**src/rtl/sbqm_pkg.sv**
```systemverilog
// Shared types and constants for the SBQM wait-time stage.
// Latency: n/a (package only).
// Backpressure: n/a.
package sbqm_pkg;

    typedef enum logic [1:0] {
        IDLE = 2'd0,
        LOAD = 2'd1,
        DIV  = 2'd2,
        DONE = 2'd3
    } state_t;

    localparam int T_SVC_DEFAULT = 3;

    // Bits needed for the worst-case numerator T_SVC*(Pmax+Tmax-1).
    function automatic int wtime_width(input int n, input int tw, input int t_svc);
        int mx;
        int w;
        mx = t_svc * ((1 << n) - 1 + (1 << tw) - 2);
        w  = 1;
        for (int i = 0; i < 31; i++) begin
            if ((mx >> i) != 0) w = i + 1;
        end
        return w;
    endfunction

endpackage

```
**src/rtl/sbqm_restoring_div.sv**
```systemverilog
// Restoring divider, one quotient bit per clock, MSB first; floor result.
// Latency: WW cycles after the start edge; done is high during the final step.
// Backpressure: none; a new start reloads operands and abandons any run.
module sbqm_restoring_div #(
    parameter int WW = 5
) (
    input  logic          clk,
    input  logic          Resetn,
    input  logic          start,
    input  logic [WW-1:0] num,
    input  logic [WW-1:0] den,
    output logic [WW-1:0] quot,
    output logic          done
);

    localparam int CW = (WW > 1) ? $clog2(WW) : 1;

    logic [WW-1:0] num_r;
    logic [WW-1:0] den_r;
    logic [WW-1:0] rem;
    logic [CW-1:0] cnt;
    logic          run;
    logic [WW:0]   rem_sh;
    logic [WW:0]   rem_diff;
    logic          ge;

    assign rem_sh   = {rem, num_r[WW-1]};
    assign rem_diff = rem_sh - {1'b0, den_r};
    assign ge       = (rem_sh >= {1'b0, den_r});
    assign done     = run && (cnt == '0);

    always_ff @(posedge clk or negedge Resetn) begin
        if (!Resetn) begin
            num_r <= '0;
            den_r <= '0;
            rem   <= '0;
            quot  <= '0;
            cnt   <= '0;
            run   <= 1'b0;
        end else if (start) begin
            num_r <= num;
            den_r <= den;
            rem   <= '0;
            quot  <= '0;
            cnt   <= CW'(WW - 1);
            run   <= 1'b1;
        end else if (run) begin
            // After a subtract the remainder is below den, so WW bits always suffice.
            rem   <= ge ? rem_diff[WW-1:0] : rem_sh[WW-1:0];
            quot  <= {quot[WW-2:0], ge};
            num_r <= {num_r[WW-2:0], 1'b0};
            if (cnt == '0) run <= 1'b0;
            else           cnt <= cnt - CW'(1);
        end
    end

endmodule

```
**src/rtl/sbqm_wait_time.sv**
```systemverilog
// Estimated wait time floor(T_SVC*(Pcount+Tcount-1)/Tcount), recomputed on input change.
// Latency: WW+2 cycles from capture (2 when Tcount==0 or Pcount==0).
// Backpressure: none; changes during a computation are picked up when it finishes.
module sbqm_wait_time
    import sbqm_pkg::*;
#(
    parameter int n     = 3,
    parameter int TW    = 2,
    parameter int T_SVC = T_SVC_DEFAULT,
    parameter int WW    = 5
) (
    input  logic          clk,
    input  logic          Resetn,
    input  logic [n-1:0]  Pcount,
    input  logic [TW-1:0] Tcount,
    output logic [WW-1:0] Wtime,
    output logic          wtime_valid,
    output logic          busy,
    output logic          no_teller
);

    if (WW < wtime_width(n, TW, T_SVC)) begin : g_ww_check
        $error("sbqm_wait_time: WW too narrow for T_SVC*(2^n-1+2^TW-2)");
    end

    state_t        state;
    logic [n-1:0]  p_snap;
    logic [TW-1:0] t_snap;
    logic [WW-1:0] spec_val;
    logic          spec_path;
    logic [WW-1:0] num;
    logic [WW-1:0] quot;
    logic          div_start;
    logic          div_done;

    assign num       = WW'(T_SVC) * (WW'(p_snap) + WW'(t_snap) - WW'(1));
    assign div_start = (state == LOAD) && (t_snap != '0) && (p_snap != '0);

    sbqm_restoring_div #(.WW(WW)) u_div (
        .clk    (clk),
        .Resetn (Resetn),
        .start  (div_start),
        .num    (num),
        .den    (WW'(t_snap)),
        .quot   (quot),
        .done   (div_done)
    );

    always_ff @(posedge clk or negedge Resetn) begin
        if (!Resetn) begin
            state       <= IDLE;
            Wtime       <= '0;
            wtime_valid <= 1'b1;
            busy        <= 1'b0;
            no_teller   <= 1'b0;
            p_snap      <= '0;
            t_snap      <= TW'(1);
            spec_val    <= '0;
            spec_path   <= 1'b0;
        end else begin
            case (state)
                IDLE: begin
                    if ((Pcount != p_snap) || (Tcount != t_snap)) begin
                        p_snap      <= Pcount;
                        t_snap      <= Tcount;
                        wtime_valid <= 1'b0;
                        busy        <= 1'b1;
                        state       <= LOAD;
                    end
                end
                LOAD: begin
                    if (t_snap == '0) begin
                        spec_val  <= '1;
                        spec_path <= 1'b1;
                        no_teller <= 1'b1;
                        state     <= DONE;
                    end else if (p_snap == '0) begin
                        spec_val  <= '0;
                        spec_path <= 1'b1;
                        no_teller <= 1'b0;
                        state     <= DONE;
                    end else begin
                        spec_path <= 1'b0;
                        no_teller <= 1'b0;
                        state     <= DIV;
                    end
                end
                DIV: begin
                    if (div_done) state <= DONE;
                end
                DONE: begin
                    Wtime       <= spec_path ? spec_val : quot;
                    wtime_valid <= 1'b1;
                    busy        <= 1'b0;
                    state       <= IDLE;
                end
                default: state <= IDLE;
            endcase
        end
    end

endmodule

```
**config.mk**
```make
export PLATFORM = sky130hd
export DESIGN_NAME = sbqm_wait_time
export DESIGN_NICKNAME = d
export VERILOG_FILES = /design/src/rtl/sbqm_pkg.sv /design/src/rtl/sbqm_restoring_div.sv /design/src/rtl/sbqm_wait_time.sv
export SDC_FILE = /design/constraint.sdc
export NUM_CORES = 1
export LEC_CHECK = 0
export ABC_AREA = 1
export CORE_MARGIN = 3
export CORE_UTILIZATION = 50
export CTS_CLUSTER_DIAMETER = 120
export DETAILED_ROUTE_END_ITERATION = 8
export DONT_BUFFER_PORTS = 1
export GPL_TIMING_DRIVEN = 0
export SYNTH_ARGS = -nofsm -noshare
export SYNTH_HDL_FRONTEND = slang
export SYNTH_SLANG_ARGS = --single-unit
```
**constraint.sdc**
```tcl
create_clock -name clk -period 5.05 [get_ports clk]
set_input_delay 1.01 -clock clk [delete_from_list [all_inputs] [get_ports clk]]
set_output_delay 1.01 -clock clk [all_outputs]
set_load 0.03 [all_outputs]
```
==> out/metrics.yaml, run 1 <==
routing:
  avgViaCountPerCell: 4.97
  drt-pass1-iter-count: 4
  drtIter0Drc: 64
  num_vias: 1556
  wl_per_cell_um: 12.6
  drc: 0
  drt_wl_total_mm: 3.95
  ant_nets: 0
logic_synthesis:
  ys_seq_area_frac: 0.438
  async_flop_share: 1.00
  synth_cell_types: 28
  synth_nets: 283
  synth_cells: 256
  ys_dominant_reg_cell: "dfrtp_1"
  synth_edf_count: 0
  yosys_warnings: 0
  ys_seq_elements: 38
  syn_avg_cell_area_um2: 8.49
  syn_area_um2: 2170
sta:
  setup_violations: 0
  slew_headroom: 0.722
  fin_setup_tns_ns: 0
  fmax_mhz: 404
  rsz0062_at_grt: "no"
  period_needed_ns: 2.48
  hold_viol_final: 0
  skew_ns: 0.00877
  finalCritPeriodShare: 0.490
  drv_slew: 0
  tightestPinTransition_ns: 0.417
clocking:
  cts_resized: 0
  numCtsBuffers: 5
  post_cts_buffers: 0
  clkLatencyLatePin_ns: 0.29
  cts_buffer_depth: 2
  clockRootBuffer: "clkbuf_8"
  h-tree-depth: 2
  cts_tree: "yes"
  clkSlewWorstSetupHoldPaths_ns: 0.08
  cts_sinks: 38
  ctsHoldBuffers: 0
place:
  hpwl_mm: 2.93
  io_buffers: 0
  gp_congestion: 0.775
finish:
  layout_common_cells: "nand2_1 (66), inv_1 (46), dfrtp_1 (36)"
  regArea_um2: 953
  syn2layout_area_growth_pct: 8.06
  drive_gt1_frac: 0.103
  nNetsFinal: 290
  final_common_cell: "nand2_1"
  nFillCells: 388
  multiInputGateArea_um2: 1010
  antennaDiodeCount: 0
flow_run:
  cap_viol_max_count: 0
die:
  dieArea_um2: 5180
  start_util: 0.532
  core_area_um2: 4090
  placementRows: 23
  ios: 15
  dieHeight_um: 72.0
  fp.dieW_um: 72.0
setup_path:
  start_kind: "flop"
  worst_ep_required_time_ns: 5.23
  crit_fanout: 4
  path_class: "flop to flop"
  crit_arrival_ns: 2.65
  crit_path_end_kind: "flop"
global_route:
  grt_pass1_wl_mm: 7.22
  grt_max_degree: 39
  antenna_found_initial: 0
  grt_usage: 0.181
  grt_pass1_vias: 1585
  grt_overflow: 0
status:
  status: "finished, final reports clean"
worst_hold_path:
  hold_class: "input port to asynchronous set/reset pin"
==> through the flow <==
step	area (µm²)	worst slack [ns]	util	hold WS (ns)	std cells
floorplan	2170	2.68	-	0.451	256
global placement	2240	2.59	0.547	0.474	306
detailed placement	2240	2.58	0.547	0.484	306
CTS	2350	2.56	0.575	0.394	313
global route	2350	2.43	0.575	0.386	313
finish	2350	2.57	0.575	0.405	313
==> cell type report <==
| class | count | share of cell area |
|---|---|---|
| multi-input cells | 166 | 0.432 |
| inverters | 50 | 0.0809 |
| well taps | 50 | 0.0266 |
| clock buffers | 6 | 0.0351 |
| clock inverters | 1 | 0.0128 |
| flip-flops and latches | 38 | 0.406 |
| plain buffers | 2 | 0.00692 |
==> registers in the layout, summed over array words and instances (netlist names) <==
signal / flops
no_teller: 1
u_div.den_r: 2
t_snap: 2
u_div.run: 1
state: 2
u_div.rem: 5
spec_path: 1
wtime_valid: 1
Wtime: 5
spec_val: 1
p_snap: 3
u_div.cnt: 3
u_div.quot: 5
busy: 1
u_div.num_r: 5
==> synth_stat cells, types with 3 or more instances <==
master   count  area [µm²]
dfrtp_1     36         901
nand2_4      3        33.8
nand3_1     16        80.1
o22ai_1      7        43.8
inv_2        3        11.3
a21oi_1     10        50.1
ha_1        16         200
xnor2_1      3        26.3
inv_1       46         173
nand2_1     66         248
nor2_1      12        45.0
o21ai_0     13        65.1
fa_1         4        80.1
==> metal layers <==
layer  GRT usage  up-vias  part of all wire
li1            -      816                 -
met1       0.250      714              0.53
met2       0.273       19              0.42
met3      0.0471        7             0.034
met4      0.0668        0             0.019
met5           0        -                 0
==> path summary, 6_finish.rpt <==
kind,start,to,slack [ns],cells past startpoint
max,t_snap[0]$_DFFE_PN1P_,u_div.num_r[3]$_DFFE_PN0P_,2.57,10
min reg2reg,u_div.num_r[2]$_DFFE_PN0P_,u_div.num_r[2]$_DFFE_PN0P_,0.50,2
max in group asynchronous,Resetn,wtime_valid$_DFFE_PN1P_,4.46,0
max reg2reg,t_snap[0]$_DFFE_PN1P_,u_div.num_r[3]$_DFFE_PN0P_,2.57,10
min,Resetn,p_snap[1]$_DFFE_PN0P_,0.40,0
min in group clk,u_div.num_r[2]$_DFFE_PN0P_,u_div.num_r[2]$_DFFE_PN0P_,0.50,2
==> logic make-up (layout without fill, tap and decap cells) <==
kind of cell / count (synthesis) / after routing / synth area share
AO/OA/AOI/OAI: 36 / 36 / 0.0967
XOR/XNOR: 5 / 5 / 0.0201
adder cells (fa/ha/maj): 20 / 20 / 0.129
buffers and inverters: 52 / 59 / 0.0949
flip-flops: 38 / 38 / 0.438
multiplexers: 1 / 1 / 0.00518
AND/OR/NAND/NOR: 104 / 104 / 0.216
==> critical path, stage by stage (launching register included) <==
cell	delay, ns
dfstp_2	0.57
inv_2	0.05
ha_1	0.17
inv_1	0.05
ha_1	0.13
inv_1	0.07
fa_1	0.54
inv_1	0.07
fa_1	0.43
xnor2_1	0.20
o211ai_2	0.09
Power of run 1 is not shown: default switching activity piles up to over one toggle a cycle in this logic, so the estimate is an artifact.
==> run 2: changes to the inputs <==
PLACE_DENSITY = 0.68   (was not set)
clock period = 2.2 ns   (was 5.05 ns; I/O delays follow)
==> out/metrics.yaml, run 2 (same netlist as run 1, synthesis figures left out) <==
routing:
  drt-pass1-iter-count: 4  # unchanged
  wl_per_cell_um: 12.5  # -0.83%
  avgViaCountPerCell: 4.99  # +0.39%
  num_vias: 1607  # +3.3%
  drc: 0  # unchanged
  drt_wl_total_mm: 4.03  # +2.0%
  ant_nets: 0  # unchanged
  drtIter0Drc: 73  # +14%
sta:
  fmax_mhz: 435  # +7.6%
  rsz0062_at_grt: "yes"
  slew_headroom: 0.719  # -0.00321
  setup_violations: 3  # +3
  hold_viol_final: 0  # unchanged
  drv_slew: 0  # unchanged
  skew_ns: 0.00989  # +0.00112 ns
  postLayoutSetupSlackWorst_ns: -0.100  # -2.67 ns
  tightestPinTransition_ns: 0.422  # +0.00481 ns
  finalCritPeriodShare: 1.05  # +0.555
  period_needed_ns: 2.30  # -0.175 ns
worst_hold_path:
  whs_path_depth: 2
  holdPathEnd: "t_snap[0]$_DFFE_PN1P_"
  hold_class: "input port to flop"
  hold_start: "Tcount[0]"
setup_path:
  crit_arrival_ns: 2.48  # -0.17 ns
  r2r_end: "u_div.num_r[3]$_DFFE_PN0P_"
  r2r_slack_ns: -0.10  # -2.67 ns
  r2r-start: "t_snap[0]$_DFFE_PN1P_"
  crit_fanout: 3  # -1
  crit_path_end_kind: "flop"
  worst_ep_required_time_ns: 2.38  # -2.85 ns
  reg2reg_depth: 10  # unchanged
  crit_path_start: "t_snap[0]$_DFFE_PN1P_"
  path_class: "flop to flop"
  start_kind: "flop"
finish:
  multiInputGateArea_um2: 1100  # +8.8%
  stdcell_area_um2: 2490  # +6.1%
  drive_gt1_frac: 0.202  # +0.0995
  nFillCells: 367  # -5.4%
  antennaDiodeCount: 0  # unchanged
  final_common_cell: "nand2_1"
  syn2layout_area_growth_pct: 14.6
  regArea_um2: 953  # unchanged
  layout_common_cells: "nand2_1 (65), inv_1 (39), dfrtp_1 (36)"
  nNetsFinal: 299  # +3.1%
global_route:
  grt_overflow: 0  # unchanged
  antenna_found_initial: 0  # unchanged
  gr-usage-met1: 0.238  # -0.0124
  grt.met2_usage: 0.308  # +0.0347
  use_met3: 0.0346  # -0.0125
  grt_pass1_wl_mm: 7.40  # +2.6%
  grt_usage: 0.183  # +0.00245
  grt-busiest-layer: "met2"
  grt_pass1_vias: 1620  # +2.2%
  grt_max_degree: 39  # unchanged
clocking:
  cts_buffer_depth: 2  # unchanged
  clkSlewWorstSetupHoldPaths_ns: 0.08  # about the same
  numCtsBuffers: 5  # unchanged
  clockRootBuffer: "clkbuf_8"
  cts_tree: "yes"
  clkLatencyLatePin_ns: 0.29  # about the same
  h-tree-depth: 2  # unchanged
  cts_sinks: 38  # unchanged
place:
  io_buffers: 0  # unchanged
  gp_congestion: 0.786  # +1.4%
  placed_area_um2: 2260  # +1.2%
  hpwl_mm: 2.97  # +1.2%
die:
  start_util: 0.532  # unchanged
  core_area_um2: 4090  # unchanged
  fp.dieW_um: 72.0  # unchanged
  ios: 15  # unchanged
  dieHeight_um: 72.0  # unchanged
  dieArea_um2: 5180  # unchanged
  placementRows: 23  # unchanged
flow_run:
  cap_viol_max_count: 0  # unchanged
status:
  violations: "setup timing"
  status: "finished, violations left"
[run 2: cell types whose count changed in the layout (fill, tap and decap cells not counted), sizes merged]
cell	before	now
clkinv	0	2
dlygate4sd3	0	1
bufinv	1	0
buf	1	9
clkbuf	7	6
[run 2: through the flow]
stage	utilization	instances	setup TNS, ns	hold WS, ns	setup WS [ns]
after floorplan	-	256	-0.133	0.144	-0.0680
after global placement	0.554	306	-0.509	0.146	-0.187
after detailed placement	0.554	306	-0.589	0.146	-0.219
after CTS	0.598	321	-0.286	0.276	-0.116
after global routing	0.610	322	-0.543	0.289	-0.215
final	0.610	322	-0.231	0.285	-0.100
[run 2: worst max-delay path by stage]
stage,endpoint,slack (ns),cells past startpoint
final,u_div.num_r[3]$_DFFE_PN0P_,-0.10,10
after floorplan,u_div.num_r[2]$_DFFE_PN0P_,-0.07,9
after global placement,u_div.num_r[4]$_DFFE_PN0P_,-0.19,12
after CTS,u_div.num_r[3]$_DFFE_PN0P_,-0.12,10
after detailed placement,u_div.num_r[4]$_DFFE_PN0P_,-0.22,12
after global routing,u_div.num_r[3]$_DFFE_PN0P_,-0.21,10
[run 2: repair_timing]
| item | 4_1_cts | 5_1_grt |
|---|---|---|
| gates resized for setup | 3 | 11 |
| setup buffers | 6 | 1 |
| hold endpoints to repair | 38 | 0 |
| hold buffers | 2 | 0 |
| endpoints found under the setup margin | 3 | 3 |
| pin swaps | 6 | 10 |
[run 2: cell type report]
class	count	share of cell area
Clock inverter	2	0.00402
Inverter	50	0.0783
Timing Repair Buffer	9	0.0331
Clock buffer	5	0.0276
Tap cell	50	0.0251
Sequential cell	38	0.383
Buffer	2	0.00653
Multi-Input combinational cell	166	0.443
[run 2: critical path, stage by stage, from the launching register on]
cell	delay, ns
dfstp_2	0.54
inv_2	0.05
ha_4	0.15
inv_4	0.05
ha_4	0.13
inv_4	0.04
fa_2	0.58
inv_2	0.05
fa_2	0.35
xnor2_2	0.17
o211ai_2	0.09
[run 2: per-layer routing]
layer,part of all wire,vias to the layer above,wire [µm]
met2,0.48,18,1930
met4,0.014,0,58
li1,-,835,-
met3,0.024,7,97
met1,0.48,747,1940
met5,0,-,0
Power of run 2 is left out for the same reason.
==> run 3: changes to the inputs <==
ABC_AREA = not set   (was 1)
PLACE_DENSITY = 0.77   (was 0.68)
SETUP_SLACK_MARGIN = 0.1   (was not set)
==> out/metrics.yaml, run 3 <==
setup_path:
  reg2reg_depth: 11  # +1
  worst_ep_required_time_ns: 2.37  # about the same
  path_class: "flop to flop"
  crit_arrival_ns: 2.52  # +0.04 ns
  crit_fanout: 3  # unchanged
  crit_path_end_kind: "flop"
  start_kind: "flop"
flow_run:
  cap_viol_max_count: 0  # unchanged
logic_synthesis:
  synth_fa_ha_area_frac: 0.131  # +0.00196
  yosys_warnings: 0  # unchanged
  ys_seq_elements: 38  # unchanged
  synth_most_common_cell: "dfrtp_1"
  synth_compound_area_frac: 0.141  # +0.0441
  async_flop_share: 1.00  # unchanged
  synth_nets: 239  # -16%
  syn_avg_cell_area_um2: 10.1  # +19%
  synth_cell_types: 42  # +50%
  syn_area_um2: 2140  # -1.5%
  yosysTopAreaCellShare: 0.421  # +0.00629
  synth_cells: 212  # -17%
  ys_seq_area_frac: 0.445  # +0.00666
  synth_simple_gate_area_share: 0.129  # -0.0867
  synth_top_family_by_area: "compound AO/OA/AOI/OAI gates"
  synth_area_leader_cell: "dfrtp_1"
  synth_edf_count: 0  # unchanged
  yosys-mux-area-fraction: 0.0584  # +0.0532
  synthXorXnorAreaFrac: 0.0409  # +0.0207
  synthTopCellsByArea: "dfrtp_1 (42%), ha_1 (9.3%), inv_1 (4.0%)"
  ys_dominant_reg_cell: "dfrtp_1"
  netlist_top_cells_count: "dfrtp_1 (36), inv_1 (23), nor2_1 (18)"
finish:
  antennaDiodeCount: 0  # unchanged
  nNetsFinal: 255  # -15%
  layout_common_cells: "dfrtp_1 (36), inv_1 (17), nor2_1 (17)"
  regArea_um2: 953  # unchanged
  final_common_cell: "dfrtp_1"
  nFillCells: 329  # -10%
  syn2layout_area_growth_pct: 15.1
  drive_gt1_frac: 0.188  # -0.0144
  multiInputGateArea_um2: 1130  # +2.7%
routing:
  drc: 0  # unchanged
  avgViaCountPerCell: 5.42  # +8.5%
  ant_nets: 0  # unchanged
  drt_wl_total_mm: 3.80  # -5.8%
  num_vias: 1511  # -6.0%
  drt-pass1-iter-count: 4  # unchanged
  drtIter0Drc: 108  # +48%
  wl_per_cell_um: 13.6  # +8.7%
global_route:
  grt_pass1_vias: 1497  # -7.6%
  grt.met2_usage: 0.259  # -0.0490
  grt_max_degree: 39  # unchanged
  grt-busiest-layer: "met2"
  antenna_found_initial: 0  # unchanged
  grt_usage: 0.166  # -0.0168
  gr-usage-met1: 0.233  # -0.00516
  grt_overflow: 0  # unchanged
  use_met3: 0.0463  # +0.0117
  grt_pass1_wl_mm: 6.73  # -9.0%
sta:
  drv_slew: 0  # unchanged
  finalCritPeriodShare: 1.07  # +0.0257
  setup_violations: 3  # unchanged
  slew_headroom: 0.609  # -0.110
  skew_ns: 0.00652  # -0.00337 ns
  tightestPinTransition_ns: 0.582  # +0.160 ns
  hold_viol_final: 0  # unchanged
  postLayoutSetupSlackWorst_ns: -0.157  # -0.0564 ns
  period_needed_ns: 2.36  # +0.0564 ns
  fmax_mhz: 424  # -2.4%
  rsz0062_at_grt: "yes"
  fin_setup_tns_ns: -0.434  # -0.203 ns
status:
  status: "finished, violations left"
  violations: "setup timing"
clocking:
  clkLatencyLatePin_ns: 0.29  # about the same
  clkSlewWorstSetupHoldPaths_ns: 0.08  # about the same
  h-tree-depth: 2  # unchanged
  clockRootBuffer: "clkbuf_8"
  cts_buffer_depth: 2  # unchanged
  numCtsBuffers: 5  # unchanged
  cts_sinks: 38  # unchanged
  cts_tree: "yes"
die:
  ios: 15  # unchanged
  dieHeight_um: 71.5  # -0.69%
  start_util: 0.528  # -0.00424
  dieArea_um2: 5110  # -1.4%
  core_area_um2: 4060  # -0.70%
  placementRows: 23  # unchanged
  fp.dieW_um: 71.5  # -0.69%
worst_hold_path:
  whs_path_depth: 2  # unchanged
  hold_class: "input port to flop"
place:
  hpwl_mm: 2.62  # -12%
  io_buffers: 0  # unchanged
  gp_congestion: 0.789  # +0.39%
==> run 3: changes by cell type in the layout (fill, tap and decap cells not counted), sizes merged, moves of 6 or more <==
cell   before  now
mux2i       0    8
a21oi      10   16
o22ai       7    1
inv        50   23
nand2      70   15
nand3      19    3
==> run 3: stage by stage <==
step	util	hold slack [ns]	area, µm²	worst slack (ns)	instances
final	0.608	0.271	2470	-0.157	279
after global routing	0.608	0.271	2470	-0.251	279
after CTS	0.598	0.266	2430	-0.184	276
after detailed placement	0.550	0.146	2230	-0.289	262
after global placement	0.550	0.146	2230	-0.278	262
after floorplan	-	0.144	2170	-0.110	212
==> run 3: cells by family after synthesis <==
kind of cell    Yosys count
buf+inv                  29
mux                      12
flops                    38
simple gates             55
xor+xnor                 10
fa+ha+maj                20
compound gates           48
==> run 3: layer usage <==
layer	vias up	routed length (µm)
met5	-	0
met4	0	14
met3	2	179
met2	28	1830
met1	729	1770
li1	752	-
==> run 3: worst paths after layout <==
| check | slack, ns | start | endpoint |
|---|---|---|---|
| max in group asynchronous | 1.35 | Resetn | wtime_valid$_DFFE_PN1P_ |
| setup reg to reg | -0.16 | t_snap[0]$_DFFE_PN1P_ | u_div.num_r[4]$_DFFE_PN0P_ |
| min in group asynchronous | 0.59 | Resetn | u_div.rem[3]$_DFFE_PN0P_ |
| setup / recovery | -0.16 | t_snap[0]$_DFFE_PN1P_ | u_div.num_r[4]$_DFFE_PN0P_ |
| hold / removal | 0.27 | Pcount[1] | p_snap[1]$_DFFE_PN0P_ |
| hold reg to reg | 0.50 | spec_val[3]$_DFFE_PN0P_ | spec_val[3]$_DFFE_PN0P_ |
==> run 3: critical path, stage by stage (launching register included) <==
cell and delay [ns]:
dfstp_2 0.54, inv_2 0.05, ha_4 0.15, inv_2 0.05
ha_4 0.14, inv_4 0.04, fa_2 0.55, ha_1 0.24
a21oi_2 0.12, o21bai_1 0.08, xor2_1 0.19, mux2i_1 0.10
==> run 3: layout make-up <==
type                            instances  area share
Multi-Input combinational cell        145       0.460
Sequential cell                        38       0.387
Inverter                               23      0.0360
Timing Repair Buffer                    9      0.0335
Clock buffer                            5      0.0279
Tap cell                               50      0.0254
Clock inverter                          3      0.0183
Buffer                                  6      0.0127
==> run 3: repair_timing <==
action,in CTS,in global routing
gates cloned,0,0
setup endpoints to repair,4,5
setup buffers,4,3
resized for setup,7,4
hold buffers,2,0
pin swaps,7,3
hold endpoints to repair,38,0
Power of run 3 is left out for the same reason.
